### config.mk
export PLATFORM = sky130hd
export DESIGN_NAME = result_display
export DESIGN_NICKNAME = d
export VERILOG_FILES = /design/src/rtl/result_display_pkg.sv /design/src/rtl/bcd_to_seg.sv /design/src/rtl/result_display.sv
export SDC_FILE = /design/constraint.sdc
export NUM_CORES = 1
export LEC_CHECK = 0
export CAP_MARGIN = 20
export CORE_UTILIZATION = 45
export DETAILED_ROUTE_END_ITERATION = 12
export PLACE_DENSITY = 0.68
export SLEW_MARGIN = 20
export SYNTH_ARGS = -nofsm -noshare
export SYNTH_HDL_FRONTEND = slang
export SYNTH_SLANG_ARGS = --single-unit
### constraint.sdc
create_clock -name clock -period 2.8 [get_ports clock]
set_input_delay 0.42 -clock clock [delete_from_list [all_inputs] [get_ports clock]]
set_output_delay 0.42 -clock clock [all_outputs]
set_load 0.01 [all_outputs]
### src/rtl/result_display_pkg.sv
// rtl/result_display_pkg.sv - shared types and constants for the result display
package result_display_pkg;

   typedef enum logic [1:0] {
      IDLE  = 2'd0,
      SHIFT = 2'd1,
      DONE  = 2'd2
   } state_t;

   localparam int BCD_DIGITS = 3;

   // Active-low segments {g,f,e,d,c,b,a}
   localparam logic [6:0] SEG_BLANK = 7'b1111111;
   localparam logic [6:0] SEG_0     = 7'b1000000;
   localparam logic [6:0] SEG_1     = 7'b1111001;
   localparam logic [6:0] SEG_2     = 7'b0100100;
   localparam logic [6:0] SEG_3     = 7'b0110000;
   localparam logic [6:0] SEG_4     = 7'b0011001;
   localparam logic [6:0] SEG_5     = 7'b0010010;
   localparam logic [6:0] SEG_6     = 7'b0000010;
   localparam logic [6:0] SEG_7     = 7'b1111000;
   localparam logic [6:0] SEG_8     = 7'b0000000;
   localparam logic [6:0] SEG_9     = 7'b0010000;

   // Double-dabble correction: any digit >= 5 gets +3 before the shift
   function automatic logic [BCD_DIGITS*4-1:0] dabble_adjust(input logic [BCD_DIGITS*4-1:0] s);
      logic [BCD_DIGITS*4-1:0] r;
      r = s;
      for (int i = 0; i < BCD_DIGITS; i++) begin
         if (s[i*4 +: 4] >= 4'd5)
            r[i*4 +: 4] = s[i*4 +: 4] + 4'd3;
      end
      return r;
   endfunction

endpackage

### src/rtl/bcd_to_seg.sv
// rtl/bcd_to_seg.sv - combinational BCD digit to active-low 7-segment decode
module bcd_to_seg
   import result_display_pkg::*;
(
   input  logic [3:0] digit,
   output logic [6:0] seg
);

   always_comb begin
      seg = SEG_BLANK;
      case (digit)
         4'd0: seg = SEG_0;
         4'd1: seg = SEG_1;
         4'd2: seg = SEG_2;
         4'd3: seg = SEG_3;
         4'd4: seg = SEG_4;
         4'd5: seg = SEG_5;
         4'd6: seg = SEG_6;
         4'd7: seg = SEG_7;
         4'd8: seg = SEG_8;
         4'd9: seg = SEG_9;
         default: seg = SEG_BLANK;
      endcase
   end

endmodule

### src/rtl/result_display.sv
// rtl/result_display.sv - 9-bit binary to BCD converter with multiplexed 3-digit display
module result_display
   import result_display_pkg::*;
#(
   parameter int SCAN_DIV = 50000
)
(
   input  logic        clock,
   input  logic        reset,
   input  logic        start,
   input  logic [8:0]  value,
   output logic        busy,
   output logic        done,
   output logic [11:0] bcd,
   output logic [6:0]  seg,
   output logic [2:0]  an
);

   localparam logic [15:0] SCAN_LAST = 16'(SCAN_DIV - 1);

   state_t      state;
   logic [8:0]  shreg;
   logic [11:0] scratch;
   logic [11:0] adj;
   logic [3:0]  bitcnt;

   assign adj = dabble_adjust(scratch);

   always_ff @(posedge clock or negedge reset) begin
      if (!reset) begin
         state   <= IDLE;
         busy    <= 1'b0;
         done    <= 1'b0;
         bcd     <= 12'h000;
         shreg   <= 9'd0;
         scratch <= 12'h000;
         bitcnt  <= 4'd0;
      end else begin
         done <= 1'b0;
         case (state)
            IDLE: begin
               if (start) begin
                  shreg   <= value;
                  scratch <= 12'h000;
                  bitcnt  <= 4'd9;
                  busy    <= 1'b1;
                  state   <= SHIFT;
               end
            end
            SHIFT: begin
               {scratch, shreg} <= {adj[10:0], shreg, 1'b0};
               bitcnt <= bitcnt - 4'd1;
               if (bitcnt == 4'd1)
                  state <= DONE;
            end
            DONE: begin
               bcd   <= scratch;
               done  <= 1'b1;
               busy  <= 1'b0;
               state <= IDLE;
            end
            default: state <= IDLE;
         endcase
      end
   end

   // Display scan: outputs are registered from the next digit index so an and seg stay aligned
   logic [15:0] scan_cnt;
   logic [1:0]  idx;
   logic [1:0]  idx_n;
   logic        scan_wrap;
   logic [3:0]  sel_digit;
   logic        blank;
   logic [2:0]  an_n;
   logic [6:0]  dec_seg;

   assign scan_wrap = (scan_cnt == SCAN_LAST);

   always_comb begin
      idx_n = idx;
      if (scan_wrap)
         idx_n = (idx == 2'd2) ? 2'd0 : idx + 2'd1;
   end

   always_comb begin
      sel_digit = bcd[3:0];
      blank     = 1'b0;
      an_n      = 3'b110;
      case (idx_n)
         2'd1: begin
            sel_digit = bcd[7:4];
            blank     = (bcd[11:4] == 8'h00);
            an_n      = 3'b101;
         end
         2'd2: begin
            sel_digit = bcd[11:8];
            blank     = (bcd[11:8] == 4'h0);
            an_n      = 3'b011;
         end
         default: begin
            sel_digit = bcd[3:0];
            blank     = 1'b0;
            an_n      = 3'b110;
         end
      endcase
   end

   bcd_to_seg u_dec (
      .digit (sel_digit),
      .seg   (dec_seg)
   );

   always_ff @(posedge clock or negedge reset) begin
      if (!reset) begin
         scan_cnt <= 16'd0;
         idx      <= 2'd0;
         an       <= 3'b110;
         seg      <= SEG_0;
      end else begin
         scan_cnt <= scan_wrap ? 16'd0 : scan_cnt + 16'd1;
         idx      <= idx_n;
         an       <= an_n;
         seg      <= blank ? SEG_BLANK : dec_seg;
      end
   end

endmodule

==> impl_metrics.json <==
{
  "commonest_non_fill_non_tap_cells_in_the_layout": "66 x dfrtp_1, 38 x nand2_1, 34 x clkdlybuf4s50_1, 20 x nor2_1",
  "post-dp-hpwl_um": 4340,
  "routedLengthMet1_um": 2800,
  "timing.critical_path.fanout_max": 8,
  "antenna_found_initial": 0,
  "buffer_ports.inserted": 35,
  "cts_num_sinks": 69,
  "syn-mean-instance-area_um2": 10.5,
  "synth_enable_flop_cells": 0,
  "cts_buffer_depth": 2,
  "timing.critical_path.slowest_stage_cell": "dfrtp_1",
  "period_share": 0.952,
  "synth_ff_type": "dfrtp_1",
  "regToRegSetupSlack_ps": 130,
  "clock_insertion_delay_worst_skew_ps": 340,
  "clockRootBuffer": "clkbuf_8",
  "detailed_place.area_um2": 3840,
  "placeableCoreArea_um2": 7210,
  "finClkSkew_ps": 9.29,
  "number_of_placement_rows": 31,
  "final_net_count": 389,
  "dr_wl_met2_um": 3150,
  "ctsHtreeMaxLevel": 3,
  "grt_pass1_wl_um": 10600,
  "critical_path_class": "reg2reg",
  "tritoncts": "yes",
  "report.final.slew_viol_count": 0,
  "timing.max_slew.rel_slack": 0.507,
  "seq_area_frac_synth": 0.515,
  "met3_wire_len_um": 240,
  "p_per_area_nw_per_um2": 919,
  "longest_individual_stage_delay_on_the_worst_path_ps": 420,
  "fmax_ghz": 0.375,
  "p_leak_nw": 1.78,
  "setup_ws_ps": 133,
  "timing.critical_path.buf_inv": 1,
  "gr-usage-all-layers": 0.181,
  "detail_route.wirelength_um": 6260,
  "pre_cts_ws_ps": -26.6,
  "drt_iter0_drc": 54,
  "outcome": "finished, final reports clean",
  "hold_path.class": "in2async",
  "layout-area-overhead-vs-synth_pct": 22.6,
  "setup_viol": 0,
  "worst_pin_slew_ps": 740,
  "antennaDiodeCount": 0,
  "synth_area_um2": 3360,
  "report.power.total_mw": 3.78,
  "gp_congestion": 0.764,
  "dieArea_um2": 7810,
  "critPathTopFamily": "compound AO/OA/AOI/OAI gates",
  "arrival_ps": 2890,
  "postSynthNetCount": 345,
  "max_cap_viol_count": 0,
  "die_h_um": 88.4,
  "yosysWarningCount": 0,
  "pin_count_of_the_biggest_net_entering_global_routing": 70,
  "start_util": 0.465,
  "route.detailed.drc": 0,
  "crit_path_frequent_cell": "ha_4",
  "layout-drive-gt1-share": 0.163,
  "clk_transition_reported_paths_ps": 70,
  "max-vdd-ir-drop_v": 0.000517,
  "top_layer_used": "met4",
  "avgViaCountPerCell": 5.22,
  "route.antenna.remaining_nets": 0,
  "worst_setup_path_end_kind": "flip-flop",
  "min_period_ps": 2670,
  "vias": 2439,
  "critical_path.startpoint_type": "flip-flop",
  "netlist_instances": 319,
  "timing.critical_path.required_ps": 3020,
  "cell_by_cell_trace_of_the_critical_path": "ha_4, and3_4, nand4_1, buf_4, a21o_1, ha_4, a221o_1, and2_0, a211oi_1, o21ai_1",
  "timing.setup.tns_ps": 0,
  "layout.cells.most_common": "dfrtp_1",
  "wl_per_cell_um": 13.4,
  "post-route-cell-area_um2": 4120,
  "final_hold_viol_count": 0,
  "first_global_vias": 2308,
  "yosys_register_bits": 69,
  "pin_count": 36,
  "first_pass_iters": 4,
  "synth.lib_cells_used.distinct": 54,
  "fp.dieW_um": 88.4,
  "whs_ps": 86.4,
  "global_route.overflow_total": 0,
  "numCtsBuffers": 9,
  "synth-async-reset-ratio": 1.00
}
-- final cells by class --
type	count	area, um2
Fill cell	636	3100
Sequential cell	69	1730
Multi-Input combinational cell	221	1580
Timing Repair Buffer	45	433
Clock buffer	15	176
Tap cell	99	124
Inverter	17	63.8
Clock inverter	1	5.00
-- Yosys cell counts (3+ instances only) --
library cell | number | area, um2
dfrtp_1 | 66 | 1650
nand2_1 | 38 | 143
nor2_1 | 20 | 75.1
o21ai_0 | 18 | 90.1
a21oi_1 | 17 | 85.1
inv_1 | 17 | 63.8
ha_1 | 14 | 175
mux2_2 | 11 | 124
mux2i_1 | 11 | 110
xnor2_1 | 10 | 87.6
nand3_1 | 7 | 35.0
nand2b_1 | 6 | 37.5
o22ai_1 | 6 | 37.5
clkbuf_1 | 5 | 18.8
nor3_1 | 5 | 25.0
and3_1 | 4 | 25.0
buf_2 | 4 | 20.0
nand4_1 | 4 | 25.0
o31ai_1 | 4 | 30.0
xor2_1 | 4 | 35.0
a32o_1 | 3 | 30.0
dfstp_2 | 3 | 78.8
nor4_1 | 3 | 18.8
-- kinds of logic (layout without fill, tap and decap cells) --
family / count (synthesis) / count (layout) / share of synthesized area
adder cells (fa/ha/maj): 14 / 14 / 0.0522
multiplexers: 23 / 23 / 0.0742
flip-flops: 69 / 69 / 0.515
AND/OR/NAND/NOR: 103 / 103 / 0.160
AO/OA/AOI/OAI: 67 / 67 / 0.127
buffers and inverters: 29 / 78 / 0.0354
XOR/XNOR: 14 / 14 / 0.0365
-- repair_timing --
| item | CTS | global route |
|---|---|---|
| endpoints found under the setup margin | 1 | 7 |
| pin swaps | 0 | 5 |
| hold buffers | 0 | 0 |
| setup buffers | 0 | 3 |
| gates resized for setup | 3 | 12 |
-- registers in the layout (all words and copies together), names as in the netlist --
register	count
scan_cnt	16
shreg	9
an	3
scratch	12
state	2
idx	2
busy	1
seg	7
bcd	12
done	1
bitcnt	4
-- per-stage QoR --
| stage | cells | utilization |
|---|---|---|
| after global placement | 448 | 0.532 |
| final | 467 | 0.571 |
| after global routing | 467 | 0.571 |
| after floorplan | 319 | - |
| after CTS | 464 | 0.558 |
| after detailed placement | 448 | 0.532 |
-- routing by layer --
layer  vias to the layer above  track usage
met4                         0       0.0572
met1                      1179        0.219
met5                         -            0
li1                       1209            -
met3                         7       0.0709
met2                        44        0.299
-- worst paths after layout --
path                        startpoint      endpoint  cells after the start
max                        scan_cnt[0]        seg[4]                     10
min                              reset  scan_cnt[10]                      2
max reg2reg                scan_cnt[0]        seg[4]                     10
min reg2reg                   shreg[8]    scratch[0]                      2
max in group asynchronous        reset        seg[6]                      2
min in group clock            shreg[8]    scratch[0]                      2
-- report_power, final --
| group | internal [mW] | total [mW] | switching, mW |
|---|---|---|---|
| Sequential | 1.30 | 1.54 | 0.237 |
| Combinational | 0.740 | 1.50 | 0.757 |
| Clock | 0.394 | 0.744 | 0.350 |
| Total | 2.44 | 3.78 | 1.34 |
(Power assumes the default switching activity.)
